[src/rtl/fpu_window_buffer.sv]
//------------------------------------------------------------------------------
// Module      : fpu_window_buffer
// Description : Sliding-window column buffer for the FPU convolution datapath.
//               Keeps the last KERNEL pixel columns (COL_WIDTH pixels each),
//               shifting in one column per accepted transfer, and presents a
//               window to the FPU array once KERNEL columns of the current
//               image row are resident. Valid/ready on both sides.
//
// Ports       : clk        - clock, all state updates on posedge
//               rst_n      - asynchronous, active-low reset
//               col_in     - incoming column, col_in[0] = top pixel
//               in_valid   - col_in/row_start valid this cycle
//               row_start  - col_in is the first column of a new image row
//               in_ready   - buffer accepts col_in this cycle
//               win        - window, win[0] = oldest, win[KERNEL-1] = newest
//               win_valid  - win holds a complete, unconsumed window
//               win_ready  - FPU consumes win this cycle
//               fill       - resident columns of the current row (sat. KERNEL)
//
// Build option: FPU_WINDOW_EDGE_REPLICATE_EN
//               When defined, the first column of a row is written into every
//               slot (left-edge replicate padding) and fill restarts at
//               KERNEL/2 + 1, so the first window is centred on column 0.
//
// Revision    : 1.0 - initial release
//------------------------------------------------------------------------------

`default_nettype none

module fpu_window_buffer #(
    parameter int DATA_W    = 8,
    parameter int COL_WIDTH = 10,
    parameter int KERNEL    = 3     // legal range 2..15
) (
    input  logic                                           clk,
    input  logic                                           rst_n,
    input  logic [COL_WIDTH-1:0][DATA_W-1:0]               col_in,
    input  logic                                           in_valid,
    input  logic                                           row_start,
    output logic                                           in_ready,
    output logic [KERNEL-1:0][COL_WIDTH-1:0][DATA_W-1:0]   win,
    output logic                                           win_valid,
    input  logic                                           win_ready,
    output logic [$clog2(KERNEL+1)-1:0]                    fill
);

    localparam int c_FILL_W = $clog2(KERNEL + 1);
    localparam logic [c_FILL_W-1:0] c_FILL_FULL = c_FILL_W'(KERNEL);

`ifdef FPU_WINDOW_EDGE_REPLICATE_EN
    // Replicating the edge column pre-loads the left half of the kernel, so
    // the row already counts as having its centre column resident.
    localparam logic [c_FILL_W-1:0] c_FILL_ROW_START = c_FILL_W'(KERNEL / 2 + 1);
    localparam logic                c_REPLICATE      = 1'b1;
`else
    localparam logic [c_FILL_W-1:0] c_FILL_ROW_START = c_FILL_W'(1);
    localparam logic                c_REPLICATE      = 1'b0;
`endif

    logic [KERNEL-1:0][COL_WIDTH-1:0][DATA_W-1:0] r_win;
    logic [c_FILL_W-1:0]                          r_fill;
    logic                                         r_win_valid;

    logic                w_accept;
    logic                w_replicate;
    logic [c_FILL_W-1:0] w_fill_next;
    logic                w_valid_next;

    // A window that the FPU has not taken yet must never be shifted away;
    // taking it in the same cycle frees the slot for the next column.
    assign in_ready    = !r_win_valid || win_ready;
    assign w_accept    = in_valid && in_ready;
    assign w_replicate = c_REPLICATE && row_start;

    always_comb begin
        w_fill_next = r_fill;
        if (w_accept) begin
            if (row_start) begin
                w_fill_next = c_FILL_ROW_START;
            end else if (r_fill == c_FILL_FULL) begin
                w_fill_next = c_FILL_FULL;
            end else begin
                w_fill_next = r_fill + 1'b1;
            end
        end
    end

    // With fill saturated, accept+consume keeps win_valid high: one window
    // per column at full throughput.
    assign w_valid_next = w_accept ? (w_fill_next == c_FILL_FULL)
                                   : (r_win_valid && !win_ready);

    always_ff @(posedge clk or negedge rst_n) begin
        if (!rst_n) begin
            r_win       <= '0;
            r_fill      <= '0;
            r_win_valid <= 1'b0;
        end else begin
            r_fill      <= w_fill_next;
            r_win_valid <= w_valid_next;
            if (w_accept) begin
                for (int k = 0; k < KERNEL - 1; k++) begin
                    r_win[k] <= w_replicate ? col_in : r_win[k+1];
                end
                r_win[KERNEL-1] <= col_in;
            end
        end
    end

    assign win       = r_win;
    assign win_valid = r_win_valid;
    assign fill      = r_fill;

endmodule

`default_nettype wire

[config.mk]
export PLATFORM = sky130hd
export DESIGN_NAME = fpu_window_buffer
export DESIGN_NICKNAME = d
export VERILOG_FILES = /design/src/rtl/fpu_window_buffer.sv
export SDC_FILE = /design/constraint.sdc
export NUM_CORES = 1
export LEC_CHECK = 0
export ABC_AREA = 1
export CAP_MARGIN = 30
export CORE_ASPECT_RATIO = 1.1
export CORE_MARGIN = 2
export CORE_UTILIZATION = 45
export CTS_CLUSTER_SIZE = 14
export DETAILED_ROUTE_END_ITERATION = 6
export DONT_BUFFER_PORTS = 1
export SKIP_CTS_REPAIR_TIMING = 1
export SLEW_MARGIN = 0
export SYNTH_ARGS = -nofsm -noshare
export SYNTH_HDL_FRONTEND = slang
export SYNTH_SLANG_ARGS = --single-unit
[constraint.sdc]
create_clock -name clk -period 1.24 [get_ports clk]
set_clock_uncertainty 0.1 [all_clocks]
set_input_delay 0.062 -clock clk [delete_from_list [all_inputs] [get_ports clk]]
set_output_delay 0.062 -clock clk [all_outputs]
set_load 0.05 [all_outputs]
# After elaboration in Yosys (flattened, before gate mapping)

Cells that the tools add are included.

Register bits after elaboration: 243
Input bits: 85
Output and inout bits: 244
Word-level logic and storage cells: 44

$add $sub $neg: 1
Eq/ne operators: 2
Multiplexer cells: 4
Reductions and logical operators: 5

Operators by type and width:

| kind                                                           | number |
|---|---|
| 2-bit two-way mux                                              | 3 |
| 2-bit equality test (second input constant)                    | 2 |
| 2-bit by 1-bit adder with 2-bit output (second input constant) | 1 |
| 1-bit logical AND                                              | 2 |
| 1-bit zero test                                                | 2 |
| 1-bit logical OR                                               | 1 |
| 1-bit two-way mux                                              | 1 |

# Depth between registers and ports, before layout

Gate-level depths: netlist (run 1).

Depth after elaboration: 6
Gate-level depth with buffers: 7
Gate-level depth less buffers: 6

# Least setup slack after synthesis (run 1)

Ideal clock, no wire load.

Path kind: flip-flop to flip-flop
Start point: register r_win_valid (netlist: win_valid)
End point: register r_win, in the netlist win[108]
Library setup time: 0.066 ns
Arrival: 1.861 ns
Required time: 1.074 ns
Path slack: -0.787 ns
Cell stages (with the launch flop): 7
Buffers on the path: 2
Clock period less this slack: 2.027 ns
Path through: dfrtp_1 > nand2_1 > nand2_2 > buf_2 > buf_2 > nand2_1 > nand2_1

Longest elaborated chain between the ends: 3

Ends and longest elaborated chain:

| element                       | line | text |
|---|---|---|
| start, declared               | 62   | `logic r_win_valid;` |
| start signal, assigned        | 100  | `r_win_valid <= w_valid_next;` |
| 1-bit zero test               | 71   | `assign in_ready = !r_win_valid \|\| win_ready;` |
| 1-bit logical OR              | 71   |  |
| via in_ready                  | 40   | `output logic in_ready,` |
| 1-bit logical AND             | 72   | `assign w_accept = in_valid && in_ready;` |
| end signal, assigned by index | 103  | `r_win[k] <= w_replicate ? col_in : r_win[k+1];` |
| end signal, assigned by index | 105  | `r_win[KERNEL-1] <= col_in;` |
| end, declared                 | 60   | `logic [KERNEL-1:0][COL_WIDTH-1:0][DATA_W-1:0] r_win;` |

The timed path passes the listed nets, and every way through them passes these cells.
A chain may end at the register's enable or synchronous reset.

# Final worst setup path (run 1)

Start point: register r_win_valid (netlist: win_valid)
End point: register r_win, in the netlist win[84]

Longest elaborated chain between the ends: 3

Ends and longest elaborated chain:

| element           | line |
|---|---|
| 1-bit zero test   | 71 |
| 1-bit logical OR  | 71 |
| 1-bit logical AND | 72 |

No other way between the ends.

==> results of run 1 <==
[cell type report]
class | instances | area, um2 | share of cell area, %
Tap cell | 252 | 315.3 | 2.391
Inverter | 21 | 78.83 | 0.5978
Sequential cell | 243 | 6085 | 46.15
Clock inverter | 5 | 27.53 | 0.2088
Clock buffer | 40 | 792.0 | 6.007
Multi-Input combinational cell | 700 | 2729 | 20.70
Timing Repair Buffer | 354 | 3158 | 23.95
[state kept, by name (all words and copies together), names as in the netlist]
signal,cells
win,240
win_valid,1
fill,2
[power groups by stage]
stage / registers, mW / clock network, mW / logic (mW)
global route: 10.9 / 7.80 / 11.7
finish: 10.7 / 7.33 / 11.2
floorplan: 16.2 / 0 / 1.84
global placement: 10.8 / 0 / 10.7
CTS: 10.7 / 7.50 / 10.8
detailed placement: 10.8 / 0 / 10.8
[cells by family after synthesis]
| kind of cell | synth area share, % |
|---|---|
| AOI/OAI and AO/OA | 2.078 |
| and+or+nand+nor | 27.45 |
| DFF | 66.90 |
| buffers and inverters | 3.579 |
[cells in the final DEF, fill, tap and decap left out]
| master | netlist | final |
|---|---|---|
| nand2_1 | 658 | 654 |
| buf_4 | 1 | 250 |
| dfrtp_1 | 243 | 242 |
| dlygate4sd3_1 | 0 | 82 |
| clkbuf_16 | 0 | 30 |
| o21ai_0 | 36 | 28 |
| inv_1 | 21 | 21 |
| clkbuf_8 | 0 | 11 |
| buf_12 | 0 | 9 |
| o21ai_1 | 0 | 8 |
| clkbuf_1 | 12 | 4 |
| clkinv_2 | 0 | 4 |
| buf_6 | 0 | 4 |
| buf_16 | 0 | 4 |
| nand2_2 | 1 | 3 |
| nand2_8 | 0 | 2 |
| nor2_1 | 2 | 2 |
| a21oi_4 | 0 | 1 |
| and2_1 | 1 | 1 |
| nand3_1 | 1 | 1 |
| clkinvlp_4 | 0 | 1 |
| dfrtp_4 | 0 | 1 |
[worst max-delay path, delay by kind of cell, from the launching register on]
| family | cells | cell delay [ns] |
|---|---|---|
| buffers and inverters | 2 | 0.37 |
| and+or+nand+nor | 1 | 0.07 |
| DFF | 1 | 0.52 |
| AOI/OAI and AO/OA | 2 | 0.30 |
[worst paths after layout]
kind	startpoint	endpoint	slack (ns)	cells past startpoint
hold reg to reg	win[62]	win[62]	0.38	2
setup / recovery	win_valid	win[84]	-0.22	5
max in group asynchronous	rst_n	win[52]	1.66	0
setup reg to reg	win_valid	win[84]	-0.22	5
min in group clk	win_ready	win_valid	-0.05	4
hold / removal	rst_n	win[172]	-0.85	0
[per-layer routing]
metal	up-vias	global-route usage, %
met3	64	5.733
met1	3689	27.82
met4	0	7.600
li1	3733	-
met2	294	31.72
met5	-	0
[metrics by stage]
stage	instance area, um2	instances
5_1_grt	13190	1615
4_1_cts	12170	1526
6_report	13190	1615
3_5_place_dp	11350	1481
3_3_place_gp	11350	1481
2_1_floorplan	9260	1016
==> qor.yml, run 1 <==
status: "finished with violations"
violations: "negative hold slack, negative setup slack"
rows: 54
ys_warn_count: 0
vias_per_cell: 4.817
slew_violations: 0
cts.sinks: 243
syn-num-nets: 1101
avgSynthCellArea_um2: 8.947
wl_met1_um: 10250
io_pins: 329
fin_crit_sh_pct: 118.1
p_leak_nw: 7.252
path_common_cell: "buf_12"
antenna_cells: 0
rsz0062_at_grt: "true"
synth_area_leaders: "dfrtp_1 (67%), nand2_1 (27%), buf_2 (2.1%)"
fin_ws_ns: -0.2239
route.met3.wl_um: 1880
p_total_mw: 29.20
max_stage_delay_ns: 0.52
cp.required_ns: 1.56
drt-initial-drc-count: 352
top_layer: "met4"
cp_slowest_cell: "dfrtp_4"
drt-pass1-iter-count: 4
portBuffers: 0
gp_congestion: 0.8310
cp_max_fo: 31
async_flop_share_pct: 100.0
ant_nets: 0
core_area_um2: 19800
pre_cts_slack_ns: -0.1773
clk_pin_slew_ns: 0.06
cp_data_arrival_time_ns: 1.79
htreeDepth: 1
grt_pass1_wl_um: 35890
start_util_pct: 45.92
cp-end-kind: "flip-flop"
routed-wl-met2_um: 11760
cts_inserted_buffers: 25
clkPwrFrac_pct: 25.1
ir_worst_vdd_v: 0.001693
die_h_um: 153.1
ys_seq_area_share_pct: 66.90
synth_seq_cells: 243
tightest_slew_ns: 0.2710
finish.utilization_pct: 66.60
fmax_mhz: 683.1
hold_path.class: "in2async"
swShare_pct: 41.61
relSlewSlack_pct: 81.87
clock_latency_ns: 0.50
synth_top_area_cell: "dfrtp_1"
syn_to_final_growth_pct: 45.05
die_w_um: 139.5
hold_viol_final: 245
p_int_mw: 17.05
grt_overflow: 0
synth_top_flop_cell: "dfrtp_1"
layout-drive-gt1-share_pct: 23.48
drc_errors: 0
synthTopCellsByCount: "nand2_1 (658), dfrtp_1 (243), buf_2 (38)"
powerDensity_nw_per_um2: 2214
cts_tree: "built"
netlist_area_um2: 9090
root_buffer: "clkbuf_16"
wire_per_inst_um: 15.37
power.net_switching_mw: 12.15
path_cells: "a21oi_4 -> buf_12 -> buf_12 -> nand2_1 -> o21ai_0"
place_hpwl_um: 15170
p_seq_share_pct: 36.6
vias: 7780
path_class: "reg2reg"
drv_cap: 0
critPathLaunchType: "flip-flop"
finalSetupTns_ns: -37.58
synth_top_area_share_pct: 66.90
die_area_um2: 21350
synth_cells: 1016
synth-edff-count: 0
fin_hold_ws_ns: -0.8454
grt_max_degree: 244
grt_pass1_vias: 6863
antenna_found_initial: 0
period_needed_ns: 1.464
wirelength_um: 24830
synth_most_common_cell: "nand2_1"
fin_nets: 1430
clockBufferDepth: 3
power_frac_comb_pct: 38.3
grtUsageTotal_pct: 20.49
setup_viol: 447
yosysUniqueCellTypes: 13
fill_cells: 1523
Power figures use the tool's default switching activity.
==> inputs of run 2 (changes only) <==
--- a/config.mk
+++ b/config.mk
@@ -13,6 +13,7 @@
 export CTS_CLUSTER_SIZE = 14
 export DETAILED_ROUTE_END_ITERATION = 6
 export DONT_BUFFER_PORTS = 1
+export GPL_TIMING_DRIVEN = 0
 export SKIP_CTS_REPAIR_TIMING = 1
 export SLEW_MARGIN = 0
 export SYNTH_ARGS = -nofsm -noshare
==> qor.yml, run 2 (synthesis gave the netlist of run 1 again) <==
wirelength_um: 24980  # was 24830 um
cts_tree: "built"  # unchanged
fin_nets: 1220  # was 1430
hold_path.class: "in2async"  # unchanged
fin_ws_ns: -0.3742  # was -0.2239 ns
grtUsageTotal_pct: 21.48  # was 20.49%
stdcell_count: 1406  # was 1615
power.net_switching_mw: 12.03  # was 12.15 mW
vias_per_cell: 4.943  # was 4.817
drv_cap: 0  # unchanged
grt_pass1_vias: 6609  # was 6863
crit_family: "flip-flops"  # unchanged
r2r_slack_ns: -0.37  # was -0.22 ns
grt_max_degree: 244  # unchanged
core_area_um2: 19800  # unchanged
path_cells: "nand2_8 -> nand2_8 -> buf_12 -> buf_6 -> nand2_1 -> nand2_1"  # was a21oi_4 -> buf_12 -> buf_12 -> nand2_1 -> o21ai_0
cp.required_ns: 1.54  # was 1.56 ns
cp_slowest_cell: "dfrtp_4"  # unchanged
clkPwrFrac_pct: 29.7  # was 25.1%
powerDensity_nw_per_um2: 2361  # was 2214 nW/um2
relSlewSlack_pct: 56.16  # was 81.87%
fill_cells: 1669  # was 1523
path_class: "reg2reg"  # unchanged
p_total_mw: 27.85  # was 29.20 mW
syn_to_final_growth_pct: 29.75  # was 45.05%
ir_worst_vdd_v: 0.001511  # was 0.001693 V
critPathLaunchType: "flip-flop"  # unchanged
route.met3.wl_um: 2272  # was 1880 um
cp.depth: 6  # was 5
rows: 54  # unchanged
p_leak_nw: 6.276  # was 7.252 nW
wl_met1_um: 9663  # was 10250 um
clockBufferDepth: 3  # unchanged
period_needed_ns: 1.614  # was 1.464 ns
pre_cts_slack_ns: -0.5877  # was -0.1773 ns
r2r-start: "win_valid"  # unchanged
cts_inserted_buffers: 26  # was 25
cp_data_arrival_time_ns: 1.92  # was 1.79 ns
worstReg2RegEnd: "win[163]"  # was win[84]
wire_per_inst_um: 17.77  # was 15.37 um
antenna_cells: 0  # unchanged
clk_pin_slew_ns: 0.07  # was 0.06 ns
antenna_found_initial: 0  # unchanged
dp.cells: 1268  # was 1481
final_common_cell: "nand2_1"  # unchanged
io_pins: 329  # unchanged
largest_reg_flops: 240  # unchanged
slew_violations: 0  # unchanged
drt-pass1-iter-count: 5  # was 4
cts.sinks: 243  # unchanged
p_int_mw: 15.82  # was 17.05 mW
die_h_um: 153.1  # unchanged
place_hpwl_um: 16240  # was 15170 um
cp_max_fo: 10  # was 31
grt_overflow: 0  # unchanged
rsz0062_at_grt: "true"  # unchanged
drt-initial-drc-count: 377  # was 352
reg2reg_depth: 6  # was 5
tightest_slew_ns: 0.6576  # was 0.2710 ns
gp_congestion: 0.7812  # was 0.8310
swShare_pct: 43.19  # was 41.61%
clock_latency_ns: 0.54  # was 0.50 ns
finalSetupTns_ns: -105.96  # was -37.58 ns
htreeDepth: 1  # unchanged
fin_crit_sh_pct: 130.2  # was 118.1%
cp-end-kind: "flip-flop"  # unchanged
ant_nets: 0  # unchanged
setup_viol: 487  # was 447
power_frac_comb_pct: 10.4  # was 38.3%
hold_viol_final: 469  # was 245
routed-wl-met2_um: 12420  # was 11760 um
fin_hold_ws_ns: -0.8676  # was -0.8454 ns
layout_common_cells: "nand2_1 (650), dfrtp_1 (242), dlygate4sd3_1 (81), clkbuf_16 (31), buf_6 (30)"  # was nand2_1 (654), buf_4 (250), dfrtp_1 (242), dlygate4sd3_1 (82), clkbuf_16 (30)
die_area_um2: 21350  # unchanged
max_stage_delay_ns: 0.60  # was 0.52 ns
vias: 6950  # was 7780
portBuffers: 0  # unchanged
grt_pass1_wl_um: 37000  # was 35890 um
path_buf_inv: 2  # unchanged
fmax_mhz: 619.5  # was 683.1 MHz
layout-drive-gt1-share_pct: 10.49  # was 23.48%
p_seq_share_pct: 59.9  # was 36.6%
violations: "negative hold slack, negative setup slack"  # unchanged
drc_errors: 0  # unchanged
die_w_um: 139.5  # unchanged
status: "finished with violations"  # unchanged
start_util_pct: 45.92  # unchanged
top_layer: "met4"  # unchanged
root_buffer: "clkbuf_16"  # unchanged
[run 2: changes by cell type in the layout (fill, tap and decap cells not counted), sizes merged]
cell / previous run / this run
buf: 267 / 53
dlygate4sd3: 82 / 81
clkbuf: 45 / 44
inv: 21 / 22
bufinv: 0 / 4
clkinvlp: 1 / 0
clkinv: 4 / 6
nand2: 659 / 660
[run 2: power groups by stage]
stage               logic (mW)  clock network [mW]  registers (mW)
finish                    2.89                8.27            16.7
global route              3.32                8.74            16.9
CTS                       2.31                8.45            16.7
detailed placement        2.29                   0            16.9
global placement          2.20                   0            16.8
floorplan                 1.84                   0            16.2
[run 2: routing by layer]
metal	track usage [%]	vias up
met5	0	-
met4	7.359	0
met3	8.083	43
met2	35.97	254
met1	25.58	3331
li1	-	3322
[run 2: metrics by stage]
| stage | hold WS, ns | util, % | cell area, um2 |
|---|---|---|---|
| finish | -0.8676 | 59.58 | 11790 |
| global route | -0.8945 | 59.58 | 11790 |
| CTS | -0.9105 | 53.06 | 10500 |
| detailed placement | -0.3296 | 48.37 | 9575 |
| global placement | -0.3297 | 48.37 | 9575 |
| floorplan | -0.3336 | - | 9260 |
[run 2: worst max path at each step]
| stage | startpoint | to | slack, ns |
|---|---|---|---|
| floorplan | win_valid | win[160] | -0.17 |
| global placement | win_valid | win[57] | -0.57 |
| detailed placement | win_valid | win[152] | -0.59 |
| CTS | win_valid | win[155] | -0.63 |
| global route | win_valid | win[157] | -0.43 |
| finish | win_valid | win[163] | -0.37 |
[run 2: cell type report]
type                    count  area [um2]  area share, %
plain buffers              52       606.8          5.145
multi-input cells         701        2785          23.62
repair buffers             90       994.7          8.434
inverters                  21       78.83         0.6684
clock buffers              36       758.2          6.429
clock inverters            11       170.2          1.443
flip-flops and latches    243        6085          51.59
well taps                 252       315.3          2.673
[run 2: worst register-to-register path: cells and delay by family (launching register included)]
kind,cells,cell delay (ns)
DFF,1,0.60
and+or+nand+nor,4,0.46
buffers and inverters,2,0.33
==> inputs of run 3 (changes only) <==
==> constraint.sdc (replaced) <==
create_clock -name clk -period 1.4 [get_ports clk]
set_clock_uncertainty 0.1 [all_clocks]
set_input_delay 0.07 -clock clk [delete_from_list [all_inputs] [get_ports clk]]
set_output_delay 0.07 -clock clk [all_outputs]
set_load 0.05 [all_outputs]
==> qor.yml, run 3 (synthesis gave the netlist of run 1 again) <==
period_needed_ns: 1.616  # was 1.614 ns
status: "finished with violations"  # unchanged
drv_cap: 0  # unchanged
fin_nets: 1234  # was 1220
vias: 7098  # was 6950
cts_inserted_buffers: 27  # was 26
cts_tree: "built"  # unchanged
place_hpwl_um: 16060  # was 16240 um
slew_violations: 0  # unchanged
cp_data_arrival_time_ns: 1.92  # about the same
grt_overflow: 0  # unchanged
max_stage_delay_ns: 0.59  # was 0.60 ns
layout_common_cells: "nand2_1 (538), dfrtp_1 (242), nand2_2 (90), dlygate4sd3_1 (82), clkbuf_16 (45)"  # was nand2_1 (650), dfrtp_1 (242), dlygate4sd3_1 (81), clkbuf_16 (31), buf_6 (30)
r2r_slack_ns: -0.22  # was -0.37 ns
setup_viol: 268  # was 487
ant_nets: 0  # unchanged
clk_pin_slew_ns: 0.06  # was 0.07 ns
layout-drive-gt1-share_pct: 21.79  # was 10.49%
die_w_um: 139.5  # unchanged
top_layer: "met4"  # unchanged
vias_per_cell: 4.992  # was 4.943
wire_per_inst_um: 18.45  # was 17.77 um
stdcell_count: 1422  # was 1406
antenna_cells: 0  # unchanged
ir_worst_vdd_v: 0.001471  # was 0.001511 V
io_pins: 329  # unchanged
fill_cells: 1561  # was 1669
fin_crit_sh_pct: 115.4  # was 130.2%
hold_path.class: "in2async"  # unchanged
die_area_um2: 21350  # unchanged
htreeDepth: 1  # unchanged
drt-initial-drc-count: 447  # was 377
dp.cells: 1268  # unchanged
relSlewSlack_pct: 50.41  # was 56.16%
cp.required_ns: 1.71  # was 1.54 ns
grtUsageTotal_pct: 21.90  # was 21.48%
finish.utilization_pct: 64.12  # was 59.58%
root_buffer: "clkbuf_16"  # unchanged
grt_pass1_wl_um: 37530  # was 37000 um
clock_latency_ns: 0.53  # was 0.54 ns
rsz0062_at_grt: "true"  # unchanged
gp_congestion: 0.7816  # was 0.7812
cp_max_fo: 9  # was 10
cp-end-kind: "flip-flop"  # unchanged
multiInputGateArea_um2: 3209  # was 2785 um2
crit_family: "flip-flops"  # unchanged
r2r-start: "win_valid"  # unchanged
start_util_pct: 45.92  # unchanged
largest_reg_flops: 240  # unchanged
fmax_mhz: 618.9  # was 619.5 MHz
path_cells: "nand2_8 -> nand2_8 -> buf_12 -> clkbuf_16 -> nand2_2 -> nand2_1"  # was nand2_8 -> nand2_8 -> buf_12 -> buf_6 -> nand2_1 -> nand2_1
die_h_um: 153.1  # unchanged
grt_max_degree: 244  # unchanged
core_area_um2: 19800  # unchanged
final-seq-area_um2: 6085  # unchanged
rows: 54  # unchanged
cp_slowest_cell: "dfrtp_4"  # unchanged
syn_to_final_growth_pct: 39.64  # was 29.75%
cts.sinks: 243  # unchanged
path_buf_inv: 2  # unchanged
critPathLaunchType: "flip-flop"  # unchanged
drt-pass1-iter-count: 5  # unchanged
powerDensity_nw_per_um2: 2031  # was 2361 nW/um2
antenna_found_initial: 0  # unchanged
final_common_cell: "nand2_1"  # unchanged
wl_met1_um: 10040  # was 9663 um
clockBufferDepth: 3  # unchanged
path_common_cell: "nand2_8"
fin_ws_ns: -0.2157  # was -0.3742 ns
path_class: "reg2reg"  # unchanged
fin_hold_ws_ns: -0.8591  # was -0.8676 ns
reg2reg_depth: 6  # unchanged
wirelength_um: 26230  # was 24980 um
portBuffers: 0  # unchanged
p_leak_nw: 6.683  # was 6.276 nW
hold_viol_final: 454  # was 469
tightest_slew_ns: 0.7438  # was 0.6576 ns
drc_errors: 0  # unchanged
routed-wl-met2_um: 13230  # was 12420 um
worstReg2RegEnd: "win[68]"  # was win[163]
grt_pass1_vias: 6658  # was 6609
route.met3.wl_um: 2347  # was 2272 um
violations: "negative hold slack, negative setup slack"  # unchanged
==> run 3: cell count changes in the layout (fill, tap and decap cells not counted), moves of 3 or more <==
cell	before	now
buf_12	6	11
buf_6	30	11
o21ai_1	15	5
buf_4	5	8
clkbuf_8	7	11
nand2_2	3	90
nand2_4	5	30
o21ai_0	17	22
buf_8	9	20
nand2_1	650	538
clkbuf_16	31	45
o21ai_2	4	9
==> run 3: routing by layer <==
| metal | track usage (%) | vias up |
|---|---|---|
| met5 | 0 | - |
| met4 | 6.494 | 0 |
| met3 | 8.427 | 45 |
| met2 | 37.14 | 276 |
| met1 | 25.97 | 3422 |
| li1 | - | 3355 |
==> run 3: worst reg2reg max path: stages (launching register included) <==
cell and delay [ns]:
dfrtp_4 0.59, nand2_8 0.22, nand2_8 0.12, buf_12 0.18, clkbuf_16 0.16, nand2_2 0.05, nand2_1 0.06
==> run 3: report_power, final <==
group	switching (mW)	total, mW	internal (mW)
sequential	6.63	14.9	8.31
combinational	1.56	3.08	1.52
clock	2.90	7.77	4.87
==> run 3: worst max path at each step <==
stage	start	endpoint	cells past startpoint
2_1_floorplan	win_valid	win[104]	6
3_3_place_gp	win_valid	win[233]	5
3_5_place_dp	win_valid	win[233]	5
4_1_cts	win_valid	win[233]	5
5_1_grt	win_valid	win[134]	6
6_report	win_valid	win[68]	6
==> run 3: final cells by class <==
type / count / area share (%)
flip-flops and latches: 243 / 47.94
multi-input cells: 701 / 25.28
repair buffers: 103 / 10.42
clock buffers: 39 / 6.545
plain buffers: 52 / 5.362
well taps: 252 / 2.484
clock inverters: 11 / 1.350
inverters: 21 / 0.6210
==> run 3: stage by stage <==
stage          cell area [um2]  hold WS (ns)  worst slack, ns  power, mW  setup TNS, ns
2_1_floorplan             9186       -0.3256         -0.01871      15.96         -2.847
3_5_place_dp              9502       -0.3227          -0.4236      16.92         -79.18
5_1_grt                  12690       -0.8906          -0.2732      26.74         -58.54
3_3_place_gp              9502       -0.3214          -0.3907      16.84         -74.75
6_report                 12690       -0.8591          -0.2157      25.79         -43.08
4_1_cts                  10500       -0.8848          -0.4495      24.69         -85.44
